===== src/rtl/pixel_readout_pkg.sv =====
// Shared types and constants for the pixel row readout path.
// Capture and stream state encodings are exported so checkers can bind to them.
package pixel_readout_pkg;

   localparam int PIXEL_BITS = 8;
   localparam int DELAY_W    = 4;

   typedef enum logic [1:0] {
      WAIT_ROW = 2'd0,
      SETTLE   = 2'd1,
      HELD     = 2'd2
   } capture_state_t;

   typedef enum logic {
      EMPTY  = 1'b0,
      STREAM = 1'b1
   } stream_state_t;

   // Index width that stays at least one bit for degenerate sizes.
   function automatic int idx_w(input int n);
      return (n > 1) ? $clog2(n) : 1;
   endfunction

endpackage


===== src/rtl/pixel_row_capture.sv =====
// Watches the one-hot READ bus, waits for it to settle and strobes a row capture.
// Multi-hot selects are flagged and never start or complete a capture.
module pixel_row_capture
   import pixel_readout_pkg::*;
#(
   parameter  int HEIGHT        = 2,
   parameter  int CAPTURE_DELAY = 2,
   localparam int ROW_W         = idx_w(HEIGHT)
) (
   input  logic                 clk,
   input  logic                 reset,
   input  logic [HEIGHT-1:0]    i_read,
   output logic                 o_capture,
   output logic [ROW_W-1:0]     o_row,
   output logic                 o_multi_hot,
   output capture_state_t       o_state
);

   localparam logic [DELAY_W-1:0] DELAY = DELAY_W'(CAPTURE_DELAY);

   capture_state_t       r_state;
   logic [HEIGHT-1:0]    r_latched;
   logic [ROW_W-1:0]     r_row;
   logic [DELAY_W-1:0]   r_cnt;

   logic [ROW_W-1:0]     w_enc;
   logic                 w_multi;
   logic                 w_sel;

   // Lowest set bit wins; multi-hot is detected separately below.
   always_comb begin
      w_enc = '0;
      for (int i = HEIGHT - 1; i >= 0; i--) begin
         if (i_read[i]) w_enc = ROW_W'(i);
      end
   end

   assign w_multi = (i_read & (i_read - HEIGHT'(1))) != '0;
   assign w_sel   = (i_read != '0) && !w_multi;

   assign o_capture   = (r_state == SETTLE) && (i_read == r_latched) && (r_cnt == DELAY);
   assign o_row       = r_row;
   assign o_multi_hot = w_multi;
   assign o_state     = r_state;

   always_ff @(posedge clk or negedge reset) begin
      if (!reset) begin
         r_state   <= WAIT_ROW;
         r_latched <= '0;
         r_row     <= '0;
         r_cnt     <= '0;
      end else begin
         case (r_state)
            WAIT_ROW: begin
               if (w_sel) begin
                  r_state   <= SETTLE;
                  r_latched <= i_read;
                  r_row     <= w_enc;
                  r_cnt     <= DELAY_W'(1);
               end
            end
            SETTLE: begin
               if (i_read != r_latched) r_state <= WAIT_ROW;
               else if (r_cnt == DELAY) r_state <= HELD;
               else r_cnt <= r_cnt + DELAY_W'(1);
            end
            HELD: begin
               // A different one-hot select starts settling on the same edge.
               if (i_read != r_latched) begin
                  if (w_sel) begin
                     r_state   <= SETTLE;
                     r_latched <= i_read;
                     r_row     <= w_enc;
                     r_cnt     <= DELAY_W'(1);
                  end else begin
                     r_state <= WAIT_ROW;
                  end
               end
            end
            default: r_state <= WAIT_ROW;
         endcase
      end
   end

endmodule


===== src/rtl/pixel_row_readout.sv =====
// Buffers one captured pixel row and streams it out beat by beat over valid/ready.
// Handshake: a beat transfers when out_valid && out_ready at posedge; outputs hold while stalled.
module pixel_row_readout
   import pixel_readout_pkg::*;
#(
   parameter  int PIXEL_ARRAY_WIDTH  = 2,
   parameter  int PIXEL_ARRAY_HEIGHT = 2,
   parameter  int CAPTURE_DELAY      = 2,
   localparam int COL_W              = idx_w(PIXEL_ARRAY_WIDTH),
   localparam int ROW_W              = idx_w(PIXEL_ARRAY_HEIGHT)
) (
   input  logic                                    clk,
   input  logic                                    reset,
   input  logic [PIXEL_ARRAY_HEIGHT-1:0]           read,
   input  logic [PIXEL_ARRAY_WIDTH*PIXEL_BITS-1:0] row_data,
   output logic                                    out_valid,
   input  logic                                    out_ready,
   output logic [PIXEL_BITS-1:0]                   out_pixel,
   output logic [ROW_W-1:0]                        out_row,
   output logic [COL_W-1:0]                        out_col,
   output logic                                    out_sof,
   output logic                                    out_eof,
   output logic                                    overflow,
   output logic                                    select_err,
   output capture_state_t                          o_dbg_capture_state,
   output stream_state_t                           o_dbg_stream_state
);

   logic [PIXEL_BITS-1:0] r_buf [PIXEL_ARRAY_WIDTH];
   stream_state_t         r_stream;
   logic [COL_W-1:0]      r_col;
   logic [ROW_W-1:0]      r_row;
   logic [PIXEL_BITS-1:0] r_pixel;
   logic                  r_overflow;
   logic                  r_select_err;

   logic                  w_capture;
   logic [ROW_W-1:0]      w_cap_row;
   logic                  w_multi;
   logic                  w_accept;
   logic                  w_last;
   logic                  w_busy;
   logic                  w_row0;

   pixel_row_capture #(
      .HEIGHT        (PIXEL_ARRAY_HEIGHT),
      .CAPTURE_DELAY (CAPTURE_DELAY)
   ) u_capture (
      .clk         (clk),
      .reset       (reset),
      .i_read      (read),
      .o_capture   (w_capture),
      .o_row       (w_cap_row),
      .o_multi_hot (w_multi),
      .o_state     (o_dbg_capture_state)
   );

   assign w_accept = (r_stream == STREAM) && out_ready;
   assign w_last   = w_accept && (r_col == COL_W'(PIXEL_ARRAY_WIDTH - 1));
   // The buffer frees up on the edge that takes the last beat, so a capture there loads.
   assign w_busy   = (r_stream == STREAM) && !w_last;
   assign w_row0   = w_capture && (w_cap_row == '0);

   always_ff @(posedge clk or negedge reset) begin
      if (!reset) begin
         r_stream     <= EMPTY;
         r_col        <= '0;
         r_row        <= '0;
         r_pixel      <= '0;
         r_overflow   <= 1'b0;
         r_select_err <= 1'b0;
         for (int c = 0; c < PIXEL_ARRAY_WIDTH; c++) r_buf[c] <= '0;
      end else begin
         if (w_capture && !w_busy) begin
            for (int c = 0; c < PIXEL_ARRAY_WIDTH; c++) r_buf[c] <= row_data[c*PIXEL_BITS +: PIXEL_BITS];
            r_pixel  <= row_data[PIXEL_BITS-1:0];
            r_col    <= '0;
            r_row    <= w_cap_row;
            r_stream <= STREAM;
         end else if (w_last) begin
            r_stream <= EMPTY;
            r_col    <= '0;
         end else if (w_accept) begin
            r_col   <= r_col + COL_W'(1);
            r_pixel <= r_buf[r_col + COL_W'(1)];
         end

         if (w_capture && w_busy) r_overflow <= 1'b1;
         else if (w_row0)         r_overflow <= 1'b0;

         if (w_multi)     r_select_err <= 1'b1;
         else if (w_row0) r_select_err <= 1'b0;
      end
   end

   assign out_valid          = (r_stream == STREAM);
   assign out_pixel          = r_pixel;
   assign out_row            = r_row;
   assign out_col            = r_col;
   assign out_sof            = out_valid && (r_row == '0) && (r_col == '0);
   assign out_eof            = out_valid && (r_row == ROW_W'(PIXEL_ARRAY_HEIGHT - 1))
                                         && (r_col == COL_W'(PIXEL_ARRAY_WIDTH - 1));
   assign overflow           = r_overflow;
   assign select_err         = r_select_err;
   assign o_dbg_stream_state = r_stream;

endmodule


===== config.mk =====
export PLATFORM = sky130hd
export DESIGN_NAME = pixel_row_readout
export DESIGN_NICKNAME = d
export VERILOG_FILES = /design/src/rtl/pixel_readout_pkg.sv /design/src/rtl/pixel_row_capture.sv /design/src/rtl/pixel_row_readout.sv
export SDC_FILE = /design/constraint.sdc
export NUM_CORES = 1
export LEC_CHECK = 0
export CORE_UTILIZATION = 50
export CTS_BUF_LIST = sky130_fd_sc_hd__clkbuf_2
export DETAILED_ROUTE_END_ITERATION = 8
export PLACE_DENSITY = 0.9
export SLEW_MARGIN = 5
export SYNTH_ARGS = -nofsm -noshare
export SYNTH_HDL_FRONTEND = slang
export SYNTH_HIERARCHICAL = 1
export SYNTH_SLANG_ARGS = --single-unit
export TNS_END_PERCENT = 20

===== constraint.sdc =====
create_clock -name clk -period 2.8 [get_ports clk]
set_clock_uncertainty 0.15 [all_clocks]
set_input_delay 0.28 -clock clk [delete_from_list [all_inputs] [get_ports clk]]
set_output_delay 0.28 -clock clk [all_outputs]
set_load 0.05 [all_outputs]

==> flow_metrics.py <==
metrics = {
    "outcome": {
        "status": "completed",
    },
    "clocking": {
        "cts-root-buf": "clkbuf_2",
        "cts_tree": "yes",
        "cts-htree-levels": 2,
        "postCtsHoldBufs": 0,
        "numClockSinks": 37,
        "clk_path_buf_depth": 2,
        "cts_buffers": 5,
        "worstSkewPairLatency_ps": 400,
        "post_cts_buffers": 0,
        "cts_resized": 0,
        "clk_pin_slew_worst_paths_ps": 200,
    },
    "timing": {
        "slew_viol_final": 0,
        "setup_viol": 0,
        "period_share": 0.879,
        "tightest_slew_ps": 759,
        "fmax_mhz": 406,
        "post-route-min-period_ps": 2460,
        "hold_viol": 0,
        "rsz0062_at_grt": "false",
        "setup_tns_ps": 0,
        "slew_headroom": 0.493,
    },
    "routing": {
        "postRouteAntennaNets": 0,
        "wl_per_cell_microns": 15.6,
        "vias_per_cell": 5.71,
        "wirelength_microns": 3860,
        "drc_errors": 0,
        "vias": 1416,
        "dr.pass1.iters": 4,
        "drtIter0Drc": 122,
    },
    "worst_setup_path": {
        "crit_required_ps": 2370,
        "crit_type": "register to output port",
        "r2r_start": "u_capture/o_state[1]",
        "r2r-end": "out_pixel[3]",
        "rr_worst_depth": 6,
        "crit_arrival_ps": 2030,
        "rrSetupSlack_ps": 820,
        "cp-start-kind": "register",
        "path_max_fanout": 11,
        "cp-end-kind": "output port",
        "startpoint": "out_col",
    },
    "placement": {
        "port_buffers": 38,
        "place.gp.congestion": 0.847,
        "dp_hpwl_microns": 2770,
        "dpl-instance-area_sq_um": 2340,
        "dpl.cell_count": 240,
    },
    "global_routing": {
        "grt_usage": 0.209,
        "grt_max_degree": 38,
        "grt_pass1_vias": 1395,
        "antenna_found_initial": 0,
        "gr-total-overflow": 0,
        "grt_pass1_wl_microns": 6580,
    },
    "yosys": {
        "yosys_warnings": 6,
        "synth_top_area_frac": 0.474,
        "synthArstFlopShare": 1.00,
        "yosys.area.top_type": "dfrtp_1",
        "syn_nets": 185,
        "synth-seq-area-share": 0.474,
        "yosys_most_used_dff": "dfrtp_1",
        "synth_seq_cells": 37,
        "yosysUniqueCellTypes": 40,
        "synth-edff-count": 0,
        "netlist_area_sq_um": 1950,
        "synth_area_leaders": "dfrtp_1, mux2_4, mux2_2",
        "syn-instance-count": 160,
        "synth.avg_cell_area_sq_um": 12.2,
    },
    "finish": {
        "area_delta_synth_final_pct": 21.8,
        "nets": 224,
        "diodes": 0,
        "stdcell_count": 248,
        "final_cell_area_sq_um": 2380,
        "post-route-util": 0.640,
        "drive_gt1_frac": 0.215,
        "n_fill_cell": 310,
    },
    "floorplanning": {
        "rows": 22,
        "num_io_pins": 39,
        "start_util": 0.526,
        "fp.coreArea_sq_um": 3720,
        "die-area_sq_um": 4160,
        "dieHeight_microns": 64.5,
        "die_w_microns": 64.5,
    },
    "power_and_ir_drop": {
        "p_per_area_nw_per_um2": 944,
        "ir_drop_mv": 0.406,
        "power_mw": 2.25,
        "p_leak_nw": 1.04,
    },
    "min_path": {
        "min_path_type": "input port to asynchronous set/reset pin",
    },
    "job": {
        "drv_cap": 0,
    },
}
where the power goes:
part	switching (mW)	internal, mW
clock network	0.178	0.0626
logic	0.592	0.503
registers	0.165	0.745
total	0.935	1.31
synthesized netlist by cell type (2+ instances only):
master and count:
mux2_2 9, nor2b_1 10, inv_1 3, buf_2 3, o2bb2ai_1 7, o21ai_0 5
mux2_4 9, a21o_1 2, nor2_1 4, dfrtp_1 37, o221ai_1 8, a21boi_2 2
nand3_1 4, o21bai_1 2, nand2b_1 11, clkbuf_1 2, buf_6 3, a221oi_1 7
nand2_1 5, ha_1 4, xnor2_1 2, a22o_2 2, a22o_1 2
layout by cell type, fill, tap and decap left out, drive strengths merged, types with 2 or more instances in the layout:
cell           netlist  layout
nor2                 4       4
a21boi               3       3
a221oi               7       7
ha                   4       4
nand2b              11      11
o21bai               2       2
dfrtp               37      37
nand3                4       4
mux2                18      18
o21ai                6       6
clkbuf               2       6
o2bb2ai              7       7
xnor2                2       2
inv                  3       3
o221ai               8       8
clkinv               0       2
nor2b               10      10
nand2                6       6
a22o                 4       4
a21o                 2       2
clkdlybuf4s50        0      37
buf                  8       5
flip-flops by register name, indices dropped and copies added (netlist names):
| register | count |
|---|---|
| r_buf | 15 |
| out_pixel | 8 |
| u_capture/r_cnt | 4 |
| u_capture/o_state | 2 |
| u_capture/r_latched | 2 |
| o_dbg_stream_state | 1 |
| out_col | 1 |
| out_row | 1 |
| overflow | 1 |
| select_err | 1 |
| u_capture/o_row | 1 |
worst max-delay path by stage:
stage / cells past startpoint / end / slack (ps)
2_1_floorplan: 4 / out_sof / 530
3_3_place_gp: 6 / u_capture/o_row / 500
3_5_place_dp: 7 / out_pixel[2] / 440
4_1_cts: 2 / out_eof / 330
5_1_grt: 2 / out_eof / 270
6_report: 3 / out_sof / 340
stage by stage:
stage               hold WS [ps]  setup slack [ps]
finish                       116               337
global placement             312               498
CTS                          125               331
global route                 149               270
detailed placement           324               436
floorplan                   -166               535
cells by family (layout without fill, tap and decap cells):
logic type,Yosys count,after routing,share of synthesized area
fa+ha+maj,4,4,0.0256
compound gates,46,46,0.201
xor+xnor,2,2,0.00897
buf+inv,13,53,0.0487
simple gates,40,40,0.120
flops,37,37,0.474
mux,18,18,0.121
layout make-up:
type / count / area [sq um] / area share
Sequential cell: 37 / 926 / 0.389
Tap cell: 48 / 60.1 / 0.0252
Multi-Input combinational cell: 110 / 935 / 0.393
Inverter: 3 / 11.3 / 0.00473
Timing Repair Buffer: 42 / 408 / 0.171
Clock buffer: 6 / 30.0 / 0.0126
Clock inverter: 2 / 10.0 / 0.00421
metal layers:
metal / vias to the layer above / routed length [microns] / global-route usage
met5: - / 0 / 0
met4: 0 / 37 / 0.0750
met3: 5 / 178 / 0.0440
met2: 33 / 1890 / 0.341
met1: 700 / 1760 / 0.273
li1: 678 / - / -
critical path: stages, from the launching register on:
cell and delay [ps]:
dfrtp_1 560, nor2b_1 660, nor2b_1 210, buf_4 200
No activity file was read; power rests on OpenSTA's default activity.
